**src/rtl/sdp_ram_arbiter_pkg.sv**
```systemverilog
// Shared types for the dual-port RAM arbiter: FSM encoding, requester bound
// and the round-robin pick used by both the write and read ports.
package sdp_ram_arbiter_pkg;

   localparam int MAX_REQ = 4;

   typedef enum logic {
      ST_IDLE  = 1'b0,
      ST_CLEAR = 1'b1
   } state_t;

   typedef struct packed {
      logic       hit;
      logic [1:0] idx;
   } rr_pick_t;

   // Descending scan so the last match written is the one closest to ptr.
   function automatic rr_pick_t rr_pick(input logic [MAX_REQ-1:0] req,
                                        input logic [1:0]         ptr,
                                        input int                 num);
      rr_pick_t res;
      int       j;
      res = '0;
      for (int k = MAX_REQ - 1; k >= 0; k--) begin
         if (k < num) begin
            j = (int'(ptr) + k) % num;
            if (req[j]) begin
               res.hit = 1'b1;
               res.idx = 2'(j);
            end
         end
      end
      return res;
   endfunction

endpackage

```
**src/rtl/sdp_ram.sv**
```systemverilog
// Simple dual-port RAM, one write and one read port, registered read data.
// OUT_NEW_DATA selects write-through on collision; IMPORT registers the inputs.
module sdp_ram #(
   parameter int DATA_WIDTH   = 32,
   parameter int ADDR_WIDTH   = 6,
   parameter int OUT_NEW_DATA = 0,
   parameter int IMPORT       = 0
) (
   input  logic                  clk,
   input  logic                  we,
   input  logic [ADDR_WIDTH-1:0] waddr,
   input  logic [DATA_WIDTH-1:0] d,
   input  logic                  re,
   input  logic [ADDR_WIDTH-1:0] raddr,
   output logic [DATA_WIDTH-1:0] q
);

   logic [DATA_WIDTH-1:0] mem [2**ADDR_WIDTH];
   logic                  we_s;
   logic                  re_s;
   logic [ADDR_WIDTH-1:0] waddr_s;
   logic [ADDR_WIDTH-1:0] raddr_s;
   logic [DATA_WIDTH-1:0] d_s;

   if (IMPORT != 0) begin : g_in_reg
      always_ff @(posedge clk) begin
         we_s    <= we;
         re_s    <= re;
         waddr_s <= waddr;
         raddr_s <= raddr;
         d_s     <= d;
      end
   end else begin : g_in_direct
      assign we_s    = we;
      assign re_s    = re;
      assign waddr_s = waddr;
      assign raddr_s = raddr;
      assign d_s     = d;
   end

   always_ff @(posedge clk) begin
      if (we_s) begin
         mem[waddr_s] <= d_s;
      end
      if (re_s) begin
         if (OUT_NEW_DATA != 0 && we_s && waddr_s == raddr_s) begin
            q <= d_s;
         end else begin
            q <= mem[raddr_s];
         end
      end
   end

endmodule

```
**src/rtl/sdp_ram_arbiter.sv**
```systemverilog
// Round-robin arbitration of NUM_REQ writers and NUM_REQ readers onto one
// simple dual-port RAM, with a sequenced zero-fill of the whole array.
//
//   state    | meaning
//   ST_IDLE  | normal arbitration of both ports
//   ST_CLEAR | zero-fill walking every address, all grants blocked
module sdp_ram_arbiter
   import sdp_ram_arbiter_pkg::*;
#(
   parameter int DATA_WIDTH = 32,
   parameter int ADDR_WIDTH = 6,
   parameter int NUM_REQ    = 2
) (
   input  logic                             clk,
   input  logic                             rst,
   input  logic [NUM_REQ-1:0]               wr_req,
   input  logic [NUM_REQ*ADDR_WIDTH-1:0]    wr_addr,
   input  logic [NUM_REQ*DATA_WIDTH-1:0]    wr_data,
   output logic [NUM_REQ-1:0]               wr_gnt,
   input  logic [NUM_REQ-1:0]               rd_req,
   input  logic [NUM_REQ*ADDR_WIDTH-1:0]    rd_addr,
   output logic [NUM_REQ-1:0]               rd_gnt,
   output logic                             rd_valid,
   output logic [1:0]                       rd_id,
   output logic [DATA_WIDTH-1:0]            rd_data,
   input  logic                             clr_start,
   output logic                             busy
);

   state_t                state_q;
   logic [ADDR_WIDTH-1:0] clr_cnt_q;
   logic [1:0]            wr_ptr_q, wr_ptr_d;
   logic [1:0]            rd_ptr_q, rd_ptr_d;
   logic                  rd_valid_q;
   logic [1:0]            rd_id_q;
   logic                  busy_q;

   rr_pick_t              wr_pick, rd_pick;
   logic                  ram_we, ram_re;
   logic [ADDR_WIDTH-1:0] ram_waddr, ram_raddr;
   logic [DATA_WIDTH-1:0] ram_d;

   always_comb begin
      wr_pick   = rr_pick(MAX_REQ'(wr_req), wr_ptr_q, NUM_REQ);
      rd_pick   = rr_pick(MAX_REQ'(rd_req), rd_ptr_q, NUM_REQ);
      wr_gnt    = '0;
      rd_gnt    = '0;
      ram_we    = 1'b0;
      ram_re    = 1'b0;
      ram_waddr = '0;
      ram_raddr = '0;
      ram_d     = '0;
      wr_ptr_d  = wr_ptr_q;
      rd_ptr_d  = rd_ptr_q;
      if (state_q == ST_CLEAR) begin
         ram_we    = 1'b1;
         ram_waddr = clr_cnt_q;
      end else begin
         for (int i = 0; i < NUM_REQ; i++) begin
            if (wr_pick.hit && wr_pick.idx == 2'(i)) begin
               wr_gnt[i] = 1'b1;
               ram_we    = 1'b1;
               ram_waddr = wr_addr[i*ADDR_WIDTH +: ADDR_WIDTH];
               ram_d     = wr_data[i*DATA_WIDTH +: DATA_WIDTH];
               wr_ptr_d  = (i == NUM_REQ - 1) ? 2'd0 : 2'(i + 1);
            end
            if (rd_pick.hit && rd_pick.idx == 2'(i)) begin
               rd_gnt[i] = 1'b1;
               ram_re    = 1'b1;
               ram_raddr = rd_addr[i*ADDR_WIDTH +: ADDR_WIDTH];
               rd_ptr_d  = (i == NUM_REQ - 1) ? 2'd0 : 2'(i + 1);
            end
         end
      end
   end

   always_ff @(posedge clk) begin
      if (rst) begin
         state_q    <= ST_IDLE;
         clr_cnt_q  <= '0;
         wr_ptr_q   <= '0;
         rd_ptr_q   <= '0;
         rd_valid_q <= 1'b0;
         rd_id_q    <= '0;
         busy_q     <= 1'b0;
      end else begin
         wr_ptr_q   <= wr_ptr_d;
         rd_ptr_q   <= rd_ptr_d;
         rd_valid_q <= ram_re;
         if (ram_re) begin
            rd_id_q <= rd_pick.idx;
         end
         case (state_q)
            ST_IDLE: begin
               if (clr_start) begin
                  state_q   <= ST_CLEAR;
                  clr_cnt_q <= '0;
                  busy_q    <= 1'b1;
               end
            end
            ST_CLEAR: begin
               clr_cnt_q <= clr_cnt_q + ADDR_WIDTH'(1);
               if (clr_cnt_q == '1) begin
                  state_q <= ST_IDLE;
                  busy_q  <= 1'b0;
               end
            end
            default: state_q <= ST_IDLE;
         endcase
      end
   end

   assign rd_valid = rd_valid_q;
   assign rd_id    = rd_id_q;
   assign busy     = busy_q;

   sdp_ram #(
      .DATA_WIDTH   (DATA_WIDTH),
      .ADDR_WIDTH   (ADDR_WIDTH),
      .OUT_NEW_DATA (0),
      .IMPORT       (0)
   ) u_ram (
      .clk   (clk),
      .we    (ram_we),
      .waddr (ram_waddr),
      .d     (ram_d),
      .re    (ram_re),
      .raddr (ram_raddr),
      .q     (rd_data)
   );

endmodule
```
**config.mk**
```make
export PLATFORM = sky130hd
export DESIGN_NAME = sdp_ram_arbiter
export DESIGN_NICKNAME = d
export VERILOG_FILES = /design/src/rtl/sdp_ram_arbiter_pkg.sv /design/src/rtl/sdp_ram.sv /design/src/rtl/sdp_ram_arbiter.sv
export SDC_FILE = /design/constraint.sdc
export NUM_CORES = 2
export LEC_CHECK = 0
export ABC_AREA = 0
export CAP_MARGIN = 20
export CELL_PAD_IN_SITES_DETAIL_PLACEMENT = 2
export CELL_PAD_IN_SITES_GLOBAL_PLACEMENT = 2
export CORE_ASPECT_RATIO = 0.9
export CORE_MARGIN = 2
export CORE_UTILIZATION = 50
export CTS_CLUSTER_SIZE = 30
export DETAILED_ROUTE_END_ITERATION = 8
export HOLD_SLACK_MARGIN = 0.05
export PLACE_DENSITY_LB_ADDON = 0.08
export SLEW_MARGIN = 30
export SYNTH_ARGS = -nofsm -noshare
export SYNTH_HDL_FRONTEND = slang
export SYNTH_SLANG_ARGS = --single-unit
```
**constraint.sdc**
```tcl
create_clock -name clk -period 9.2 [get_ports clk]
set_clock_uncertainty 0.2 [all_clocks]
set_input_delay 0.92 -clock clk [delete_from_list [all_inputs] [get_ports clk]]
set_output_delay 0.92 -clock clk [all_outputs]
set_load 0.05 [all_outputs]
```
==> metrics.md, run 1 <==
| Metric | Value |
|---|---|
| Status | `stopped before the end` |
| Last step reached | `detailed placement` |
| Error msg | `[ERROR DPL-0033] detailed placement checks failed during check placement.` |
| Height of the die | `387 µm` |
| Adder-cell share of the synthesized area | `0.0154%` |
| Simple-gate portion of the synthesized area | `8.22%` |
| Yosys warns | `0` |
| Port Buf Inserts | `133` |
| Compound-gate portion of the synthesized area | `6.95%` |
| Mapped Nets | `5,504` |
| Register area share after synthesis | `77.1%` |
| Largest family of logic cells by synthesized area | `simple AND/OR/NAND/NOR gates` |
| Top Ports | `135` |
| Unique cell type count in the Yosys netlist | `54` |
| Top_reg_cell synth | `edfxtp_1` |
| Die width | `429 µm` |
| Multiplexer share of the synthesized area | `5.66%` |
| EDFF count, synth | `2,080` |
| #FFs+latches synth | `2,092` |
| Synth Area per Inst | `15.0 µm²` |
| Starting Density | `50.3%` |
| Synth Area in XOR/XNOR | `0%` |
| Ys async rst share | `0%` |
| Routability Congestion | `0.801` |
| Post-Synthesis Cells | `5,408` |
| Dpl hpwl | `185 mm` |
| Mapped cell area | `0.0813 mm²` |
| Row count | `140` |
[stage by stage]
| stage | instance area, µm² | cells |
|---|---|---|
| after global placement | 85900 | 7510 |
| after floorplan | 81300 | 5408 |
[cell usage after synthesis, types with 3 or more instances]
library cell,count,area (µm²)
buf_1,19,71.3
o21ai_0,7,35.0
mux4_2,4,90.1
buf_4,18,135
dfxtp_1,12,240
nor2_1,84,315
or3_1,15,93.8
or2_2,3,18.8
o32a_1,3,30.0
mux2i_1,442,4420
nand2_1,1115,4190
a21oi_1,504,2520
a2111oi_0,25,219
a22oi_1,29,218
clkbuf_1,196,736
a32oi_1,4,35.0
edfxtp_1,2080,62500
o311ai_1,3,26.3
buf_6,17,191
a31oi_1,39,244
a22o_1,34,298
nor4_1,162,1010
o311ai_0,3,26.3
nand3_1,74,370
o41ai_1,32,280
a211o_1,3,26.3
and2_1,4,25.0
buf_2,98,490
o22ai_1,205,1280
or4_1,16,120
nor3_1,85,425
nand2b_1,3,18.8
a211oi_1,3,22.5
mux2_2,8,90.1
o221ai_1,30,263
nor2b_1,6,37.5
[cell families after synthesis]
kind of cell,count (synthesis)
AND/OR/NAND/NOR,1575
adder cells (fa/ha/maj),1
buffers and inverters,350
multiplexers,454
other,1
flip-flops,2092
AO/OA/AOI/OAI,935
==> run 2: changes to the inputs <==
==> config.mk (replaced) <==
export PLATFORM = sky130hd
export DESIGN_NAME = sdp_ram_arbiter
export DESIGN_NICKNAME = d
export VERILOG_FILES = /design/src/rtl/sdp_ram_arbiter_pkg.sv /design/src/rtl/sdp_ram.sv /design/src/rtl/sdp_ram_arbiter.sv
export SDC_FILE = /design/constraint.sdc
export NUM_CORES = 2
export LEC_CHECK = 0
export ABC_AREA = 0
export CAP_MARGIN = 20
export CORE_MARGIN = 2
export CORE_UTILIZATION = 40
export DETAILED_ROUTE_END_ITERATION = 8
export PLACE_DENSITY_LB_ADDON = 0.15
export SLEW_MARGIN = 30
export SYNTH_ARGS = -nofsm -noshare
export SYNTH_HDL_FRONTEND = slang
export SYNTH_SLANG_ARGS = --single-unit
==> run 2 against run 1 <==
Compared with the run above:
- the flow now finishes without violations
- area after synthesis unchanged
- synthesized cell count is the same
==> metrics.md, run 2 <==
| Metric | Value |
|---|---|
| Status | `completed` |
| Commonest non-fill, non-tap cell in the layout | `edfxtp_1` |
| Leak | `32.0 nW` |
| Via/cell ratio | `5.72` |
| Top cells by area, synth | `edfxtp_1, mux2i_1, nand2_1` |
| Design Area, Final | `0.0929 mm²` |
| Most frequent cells in the layout | `edfxtp_1, nand2_1, a21oi_1` |
| Port Buf Inserts | `133 (unchanged)` |
| Post-Synthesis Cells | `5,408 (unchanged)` |
| Unique cell type count in the Yosys netlist | `54 (unchanged)` |
| Number of flip-flops in the largest register | `2,048` |
| Height of the die | `455 µm (+18%)` |
| Max_cap viols | `0` |
| GRT Overall Usage | `24.2%` |
| Max Slew Vio Count | `0` |
| Final setup vio count | `0` |
| Top cells by count, synth | `edfxtp_1, nand2_1, a21oi_1, mux2i_1, o22ai_1` |
| Ys async rst share | `0% (unchanged)` |
| Crit path kind | `in2reg` |
| Area growth from synthesis to layout | `14.3%` |
| Final setup TNS | `0 ns` |
| Die area | `0.207 mm²` |
| Worst relative slew slack | `30.4%` |
| Clk slew on worst S/H paths | `0.06 ns` |
| Area share of the largest cell type after synthesis | `76.8% (unchanged)` |
| Largest net degree at the start of global routing | `133` |
| Cell accounting for the most synthesized area | `edfxtp_1` |
| RSZ-0062 raised after global routing | `false` |
| Initial antenna violation count | `5` |
| Core box area | `0.202 mm²` |
| Yosys warns | `0 (unchanged)` |
| Most frequent cell after synthesis | `edfxtp_1` |
| Postcts setup bufs | `0` |
| Top_reg_cell synth | `edfxtp_1` |
| First-pass GRT wire length | `358 mm` |
| Clock Tree Root | `clkbuf_16` |
| #FFs+latches synth | `2,092 (unchanged)` |
| Row count | `165 (+18%)` |
| CP required | `9.60 ns` |
| Routability Congestion | `0.779 (-2.7%)` |
| H-tree Lvls | `4` |
| Worst-Skew Late Latency | `0.86 ns` |
| Vias in the first global route | `47.4k` |
| Total iterations of the first detailed-routing run | `6` |
| WL per Instance | `30.1 µm` |
| Fin nets | `5,679` |
| Worst Reg-to-Reg Cells | `10` |
| Global route overflow | `0` |
| Synth Area per Inst | `15.0 µm² (unchanged)` |
| Final Hold Vio Count | `0` |
| Mapped cell area | `0.0813 mm² (unchanged)` |
| Die width | `455 µm (+6.0%)` |
| Fraction of layout cells with a size suffix above 1 | `9.84%` |
| Register area share after synthesis | `77.1% (unchanged)` |
| Hold Path Class | `reg2reg` |
| CTS tree | `yes` |
| Max IR drop VDD | `0.000193 V` |
| Min Hold Slack | `0.309 ns` |
| Fin crit period | `5.70 ns` |
| Total wire length | `253 mm` |
| Top Ports | `135 (unchanged)` |
| Worst EP arrival | `6.10 ns` |
| Clock Sinks | `2,092` |
| PostCTS Resize Cnt | `0` |
| Number of cells on the worst hold path | `2` |
| DP Area | `0.0866 mm²` |
| Starting Density | `40.2% (-10 points)` |
| Worst Setup End Kind | `flip-flop` |
| Worst Path Max Fanout | `97` |
| Worst Max-Slew Pin Slew | `1.04 ns` |
| Antenna viol nets, final | `0` |
| Final core utilization | `46.0%` |
| Mapped Nets | `5,504 (unchanged)` |
| Dpl hpwl | `130 mm (-30%)` |
| Max frequency | `176 MHz` |
| Clock buffer count from CTS | `213` |
| Max Buffers Root-to-Sink | `3` |
| Hold Buf Count CTS | `0` |
| Drt drc | `0` |
| Worst setup SP type | `primary input` |
| Initial drt markers | `5,323` |
| Pwr dens | `224 mW/mm²` |
| EDFF count, synth | `2,080 (unchanged)` |
| Biggest register | `u_ram.mem` |
| Final period util | `61.9%` |
| Top flop regs | `u_ram.mem x2048, u_ram.q x32, clr_cnt_q x6` |
| Total number of vias | `48.2k` |
[run 2: cell counts after synthesis]
Identical to the previous run, type by type.
[run 2: power by group]
part	switching (mW)	internal, mW
logic	1.49	0.528
clock network	3.61	4.37
registers	0.0640	10.8
[run 2: critical path, stage by stage]
cell and delay, ns:
clkdlybuf4s50_1 0.75, a21boi_4 0.17, a32o_4 0.47, nand2b_4 0.72
buf_12 0.50, buf_4 0.55, mux2i_1 0.25, o22ai_1 0.09
nor4_1 0.79, o22ai_1 0.18, or3_1 0.41
[run 2: layout make-up]
class | count | area (µm²)
inverter | 2 | 7.51
sequential | 2092 | 62700
timing repair buffer | 308 | 2900
fill | 17499 | 109000
clock inverter | 87 | 604
multi-input combinational | 2966 | 17700
clock buffer | 288 | 5650
antenna | 6 | 15.0
tap | 2672 | 3340
[run 2: path summary, 6_finish.rpt]
kind | from | end | slack (ns)
worst min-delay path | rd_id[0] | rd_id[0] | 0.31
worst max register to register | rd_ptr_q[0] | u_ram.q[17] | 3.79
worst max-delay path | rd_req[1] | u_ram.q[17] | 3.50
worst min register to register | rd_id[0] | rd_id[0] | 0.31
[run 2: cells by family (layout without fill, tap and decap cells)]
family / after synthesis / count (layout) / share of synthesized area [%]
AO/OA/AOI/OAI: 935 / 935 / 6.95
adder cells (fa/ha/maj): 1 / 1 / 0.0154
buffers and inverters: 350 / 685 / 2.01
other: 1 / 7 / 0.00461
flip-flops: 2092 / 2092 / 77.1
multiplexers: 454 / 454 / 5.66
AND/OR/NAND/NOR: 1575 / 1575 / 8.22
[run 2: layer usage]
metal	track usage [%]	vias to the layer above	routed length, µm
met5	0	-	0
met4	7.85	0	8170
met3	3.18	377	14700
met2	40.1	1740	123000
met1	33.1	24966	107000
li1	-	21119	-
[run 2: through the flow]
| stage | power [mW] | setup WS, ns | std cells |
|---|---|---|---|
| 2_1_floorplan | 12.1 | 4.95 | 5408 |
| 3_3_place_gp | 13.0 | 2.76 | 8040 |
| 3_5_place_dp | 13.0 | 2.78 | 8040 |
| 4_1_cts | 20.9 | 3.71 | 8415 |
| 5_1_grt | 21.4 | 3.41 | 8419 |
| 6_report | 20.8 | 3.50 | 8421 |
No activity file was read; power rests on OpenSTA's default activity.
